<file path="config.mk">
export PLATFORM = sky130hd
export DESIGN_NAME = regfile
export DESIGN_NICKNAME = d
export VERILOG_FILES = /design/src/rtl/regfile_pkg.sv /design/src/rtl/regfile_scoreboard.sv /design/src/rtl/regfile.sv
export SDC_FILE = /design/constraint.sdc
export NUM_CORES = 2
export LEC_CHECK = 0
export CORE_ASPECT_RATIO = 0.7
export CORE_MARGIN = 3
export CORE_UTILIZATION = 40
export DETAILED_ROUTE_END_ITERATION = 7
export PLACE_DENSITY = 0.56
export SLEW_MARGIN = 20
export SYNTH_ARGS = -nofsm -noshare
export SYNTH_HDL_FRONTEND = slang
export SYNTH_SLANG_ARGS = --single-unit
</file>
<file path="constraint.sdc">
create_clock -name clk -period 4.2 [get_ports clk]
set_input_delay 0.84 -clock clk [delete_from_list [all_inputs] [get_ports clk]]
set_output_delay 0.84 -clock clk [all_outputs]
set_load 0.03 [all_outputs]
</file>
<file path="src/rtl/regfile_pkg.sv">
`default_nettype none
//============================================================================
// Module      : regfile_pkg
// Description : Shared core constants for the pipeline stages: data word
//               width, register-number width, register count, and a helper
//               that turns a register-number width into a register count.
// Ports       : none (package)
// Revision    : 1.0 - initial release
//============================================================================
package regfile_pkg;

    localparam int c_WORD     = 32;
    localparam int c_W_RD     = 5;

    // Number of architectural registers addressed by a W_RD-bit number.
    function automatic int reg_count(input int w_rd);
        return 2 ** w_rd;
    endfunction

    localparam int c_NUM_REGS = reg_count(c_W_RD);

endpackage : regfile_pkg
`default_nettype wire

</file>
<file path="src/rtl/regfile_scoreboard.sv">
`default_nettype none
//============================================================================
// Module      : scoreboard
// Description : Per-register busy bits. A reserve sets a bit, a writeback
//               clears it; when both target the same register in one cycle
//               the reserve wins. Register 0 is never busy.
// Ports       : clk, rst         - clock, synchronous active-high reset
//               set_i/set_num_i  - reserve (mark busy) request
//               clr_i/clr_num_i  - writeback (clear busy) request
//               rs1_num_i/rs2_num_i   - source register numbers to look up
//               rs1_busy_o/rs2_busy_o - current busy bits of the sources
// Revision    : 1.0 - initial release
//============================================================================
module scoreboard
    import regfile_pkg::*;
#(
    parameter int W_RD = c_W_RD
) (
    input  logic            clk,
    input  logic            rst,
    input  logic            set_i,
    input  logic [W_RD-1:0] set_num_i,
    input  logic            clr_i,
    input  logic [W_RD-1:0] clr_num_i,
    input  logic [W_RD-1:0] rs1_num_i,
    input  logic [W_RD-1:0] rs2_num_i,
    output logic            rs1_busy_o,
    output logic            rs2_busy_o
);

    localparam int c_REGS = reg_count(W_RD);

    logic [c_REGS-1:0] r_busy;
    logic [c_REGS-1:0] w_busy_nxt;

    // Clear first, then set, so a same-cycle reserve overrides the writeback.
    always_comb begin
        w_busy_nxt = r_busy;
        if (clr_i) w_busy_nxt[clr_num_i] = 1'b0;
        if (set_i) w_busy_nxt[set_num_i] = 1'b1;
        w_busy_nxt[0] = 1'b0;
    end

    always_ff @(posedge clk) begin
        if (rst) r_busy <= '0;
        else     r_busy <= w_busy_nxt;
    end

    assign rs1_busy_o = r_busy[rs1_num_i];
    assign rs2_busy_o = r_busy[rs2_num_i];

endmodule : scoreboard
`default_nettype wire

</file>
<file path="src/rtl/regfile.sv">
`default_nettype none
//============================================================================
// Module      : regfile
// Description : Two-read, one-write register file with a busy-bit
//               scoreboard. Register 0 reads as zero. Reads stall while a
//               source is pending; accepted reads return registered data
//               one cycle later.
// Config      : REGFILE_BYPASS_EN - forward same-cycle writeback data into
//               the read and let a busy source being written back not stall.
// Ports       : clk, rst                     - clock, sync active-high reset
//               wb_i, wbr_num_i, wb_data_i   - writeback port
//               rd_v_i, rs1_num_i, rs2_num_i - read request from decode
//               rsv_i, rsv_num_i             - reserve destination on issue
//               stall_o                      - read not accepted (comb.)
//               v_o, rs1_data_o, rs2_data_o  - registered read result
// Revision    : 1.0 - initial release
//============================================================================
module regfile
    import regfile_pkg::*;
#(
    parameter int WORD = c_WORD,
    parameter int W_RD = c_W_RD
) (
    input  logic            clk,
    input  logic            rst,
    input  logic            wb_i,
    input  logic [W_RD-1:0] wbr_num_i,
    input  logic [WORD-1:0] wb_data_i,
    input  logic            rd_v_i,
    input  logic [W_RD-1:0] rs1_num_i,
    input  logic [W_RD-1:0] rs2_num_i,
    input  logic            rsv_i,
    input  logic [W_RD-1:0] rsv_num_i,
    output logic            stall_o,
    output logic            v_o,
    output logic [WORD-1:0] rs1_data_o,
    output logic [WORD-1:0] rs2_data_o
);

    localparam int c_REGS = reg_count(W_RD);

    logic [WORD-1:0] r_regs [c_REGS];
    logic            r_v;
    logic [WORD-1:0] r_rs1_data;
    logic [WORD-1:0] r_rs2_data;

    logic            w_rs1_busy;
    logic            w_rs2_busy;
    logic            w_rs1_hit;
    logic            w_rs2_hit;
    logic            w_accept;
    logic [WORD-1:0] w_rs1_val;
    logic [WORD-1:0] w_rs2_val;

    scoreboard #(
        .W_RD (W_RD)
    ) u_scoreboard (
        .clk        (clk),
        .rst        (rst),
        .set_i      (w_accept & rsv_i),
        .set_num_i  (rsv_num_i),
        .clr_i      (wb_i),
        .clr_num_i  (wbr_num_i),
        .rs1_num_i  (rs1_num_i),
        .rs2_num_i  (rs2_num_i),
        .rs1_busy_o (w_rs1_busy),
        .rs2_busy_o (w_rs2_busy)
    );

    // A "hit" is a writeback landing on a source this cycle; only the
    // forwarding build may use it to release a stall.
`ifdef REGFILE_BYPASS_EN
    assign w_rs1_hit = wb_i && (wbr_num_i == rs1_num_i) && (rs1_num_i != '0);
    assign w_rs2_hit = wb_i && (wbr_num_i == rs2_num_i) && (rs2_num_i != '0);
`else
    assign w_rs1_hit = 1'b0;
    assign w_rs2_hit = 1'b0;
`endif

    assign stall_o  = rd_v_i && ((w_rs1_busy && !w_rs1_hit) ||
                                 (w_rs2_busy && !w_rs2_hit));
    assign w_accept = rd_v_i && !stall_o;

    always_comb begin
        w_rs1_val = (rs1_num_i == '0) ? '0 : r_regs[rs1_num_i];
        w_rs2_val = (rs2_num_i == '0) ? '0 : r_regs[rs2_num_i];
        if (w_rs1_hit) w_rs1_val = wb_data_i;
        if (w_rs2_hit) w_rs2_val = wb_data_i;
    end

    always_ff @(posedge clk) begin
        if (rst) begin
            for (int i = 0; i < c_REGS; i++) r_regs[i] <= '0;
        end else if (wb_i && (wbr_num_i != '0)) begin
            r_regs[wbr_num_i] <= wb_data_i;
        end
    end

    // Read data is forced to zero whenever no read was accepted.
    always_ff @(posedge clk) begin
        if (rst || !w_accept) begin
            r_v        <= 1'b0;
            r_rs1_data <= '0;
            r_rs2_data <= '0;
        end else begin
            r_v        <= 1'b1;
            r_rs1_data <= w_rs1_val;
            r_rs2_data <= w_rs2_val;
        end
    end

    assign v_o        = r_v;
    assign rs1_data_o = r_rs1_data;
    assign rs2_data_o = r_rs2_data;

endmodule : regfile
`default_nettype wire
</file>
==> impl_metrics.toml <==
[sta]
skew_ns = 0.02467
timing.max_slew.rel_slack_pct = 26.43
setup_violations = 0
finalCritPeriodShare_pct = 84.38
fin_crit_ns = 3.544
slew_viol_final = 0
worst_pin_slew_ns = 1.100
fmax_mhz = 282.2
fin_tns_setup_ns = 0
fin_hold_ws_ns = 0.5265
rsz0062_at_grt = "no"
setup_ws_ns = 0.6559
hold_viol = 0

[pwr]
power.density_mw_per_mm2 = 406.1
p_leak_uw = 0.02217
vdd_drop_max_v = 0.0003678
total_power_uw = 26820

[route]
viasPerCell = 6.277
dr.first_iter.drc_count = 5464
drt-wirelength-per-cell_um = 36.75
vias = 35780
route.antenna.remaining_nets = 0
drc_errors = 0
dr.pass1.iters = 5
drt_wl_total_um = 209500

[min_path]
hold_depth = 2
hold_end = "u_scoreboard.r_busy[6]"
hp-class = "flip-flop to flip-flop"
hold_start = "u_scoreboard.r_busy[6]"

[yosys]
synth_edf_count = 1024
async_flop_share_pct = 0
avgSynthCellArea_um2 = 15.78
ys_types = 38
syn_inst = 3656
yosysSeqAreaShare_pct = 56.64
syn_area_mm2 = 0.05768
yosys.area.top_type_share_pct = 53.31
yosys_warnings = 0
synth_flop_cell = "edfxtp_1"
ys_seq_elements = 1120
synthTopCellsByArea = "edfxtp_1 (53%), mux4_2 (23%), and2_1 (11%), dfxtp_1 (3.3%), mux2i_1 (2.3%)"
synth_top_area_cell = "edfxtp_1"

[cells_and_area]
fillers = 12170
drive_gt1_share_pct = 28.55
nNetsFinal = 3769
areaGrowthSynthToFinish_pct = 14.49
final_cells = 5700

[cts]
root_buffer = "clkbuf_16"
holdBufCountCts = 0
cts_inserted_buffers = 115
cts_sinks = 1120
cts_buffer_depth = 3
htreeDepth = 3
cts.clk_slew.worst_paths_ns = 0.07
post_cts_resized = 0
cts_tree = "yes"
clk_latency_ns = 0.76
cts_setup_buffers = 0

[die]
rows = 115
initial_core_util_pct = 40.65
die_area_mm2 = 0.1489
core-area_mm2 = 0.1419
dieHeight_um = 323.7
io_pins = 123
die_w_um = 459.9

[critical_path]
reg2reg_depth = 6
rr_endpoint = "rs1_data_o[4]"
worst_path_largest_cell_delay_ns = 0.47
crit_start = "u_scoreboard.r_busy[26]"
required_ns = 3.36
worst-path-buf-inv = 1
crit_path_start_kind = "flip-flop"
worstPathArrival_ns = 2.70
end_kind = "output port"
cp_top_family = "multiplexers"
critPathKind = "flip-flop to output port"
slowest_stage = "mux4_2"
rrSetupSlack_ns = 1.30
r2r-start = "u_scoreboard.r_busy[26]"
worstPathMaxFanout = 3
crit_chain = "mux4_2 -> mux4_2 -> o211ai_2 -> nand2_1 -> and2_1 -> buf_4"
crit_top_cell = "mux4_2"

[placement]
portBuffers = 122
hpwl_um = 125100
pre_cts_ws_ns = 0.5541
gp_congestion = 0.8332
post-place-cells = 5467

[global_route]
grt_max_degree = 81
grt_usage_pct = 28.26
antenna_found_initial = 16
overflow = 0
grt_pass1_vias = 34790
grt_pass1_wl_um = 290200

[outcome]
outcome = "completed"

[run]
maxCapViolCount = 0
-- power by group --
group / total, µW / leakage, µW / internal (µW) / switching (µW)
Combinational: 3200 / 0.00981 / 1390 / 1810
Sequential: 13100 / 0.0105 / 12700 / 319
Clock: 10600 / 0.00182 / 5860 / 4690
-- worst register-to-register path: cells and delay by family, from the launching register on --
family	cells	cell delay [ns]
flops	1	0.37
compound gates	1	0.22
mux	2	0.94
buf+inv	1	0.43
simple gates	2	0.82
-- routing by layer --
layer	GRT usage [%]	share of wire (%)
met1	42.94	43
met5	0	0.0053
met2	40.25	43
met3	7.808	12
met4	6.552	2.4
-- layout make-up --
cell class	instances	area, µm²	share of cell area (%)
sequential	1120	32670	49.48
multi-input combinational	2159	24080	36.47
clock buffer	155	3138	4.752
timing repair buffer	309	3103	4.699
tap	1872	2342	3.547
clock inverter	61	626.9	0.9493
antenna	17	42.54	0.06442
inverter	7	27.53	0.04168
-- worst max-delay path by stage --
stage,endpoint,slack [ns],cells after the start
global route,stall_o,0.51,6
CTS,stall_o,0.63,6
finish,stall_o,0.66,6
floorplan,r_regs[8][0],-0.30,6
detailed placement,r_regs[20][6],0.55,6
global placement,r_regs[20][3],0.48,6
-- kinds of logic (layout without fill, tap and decap cells) --
kind of cell	count (synthesis)	after routing	share of synthesized area [%]
compound gates	210	210	2.193
flops	1120	1120	56.64
simple gates	1191	1191	12.86
mux	726	726	25.42
buf+inv	408	532	2.872
other cells	1	49	0.006502
-- per-stage QoR --
stage	utilization [%]	area (µm²)
4_1_cts	46.53	66010
3_5_place_dp	43.88	62250
6_report	46.55	66040
2_1_floorplan	-	57790
5_1_grt	46.52	66000
3_3_place_gp	43.88	62260
-- Yosys cell counts, drive strengths merged (4+ instances only) --
library cell  instances
o31ai                25
nor2                 42
mux2i               135
nand3b                4
nor2b                 5
and2                996
nand2b               11
clkbuf              305
o21ai                32
nor3                 67
buf                  96
a21oi                64
o211ai               15
dfxtp                96
edfxtp             1024
mux4                591
o22ai                67
nand3                21
nand2                31
nor3b                 5
inv                   6
-- state kept, by name, summed over array words and instances (netlist names) --
signal               cells
r_regs                1024
u_scoreboard.r_busy     31
v_o                      1
rs1_data_o              32
rs2_data_o              32
-- cells in the final DEF (no fill, tap or decap), drive strengths merged, types with 67 or more instances in the layout --
cell / instances
and2: 996
clkdlybuf4s50: 105
nor3: 67
dfxtp: 96
o22ai: 67
clkbuf: 157
mux4: 591
mux2i: 135
buf: 202
edfxtp: 1024
No activity file was read; power rests on OpenSTA's default activity.
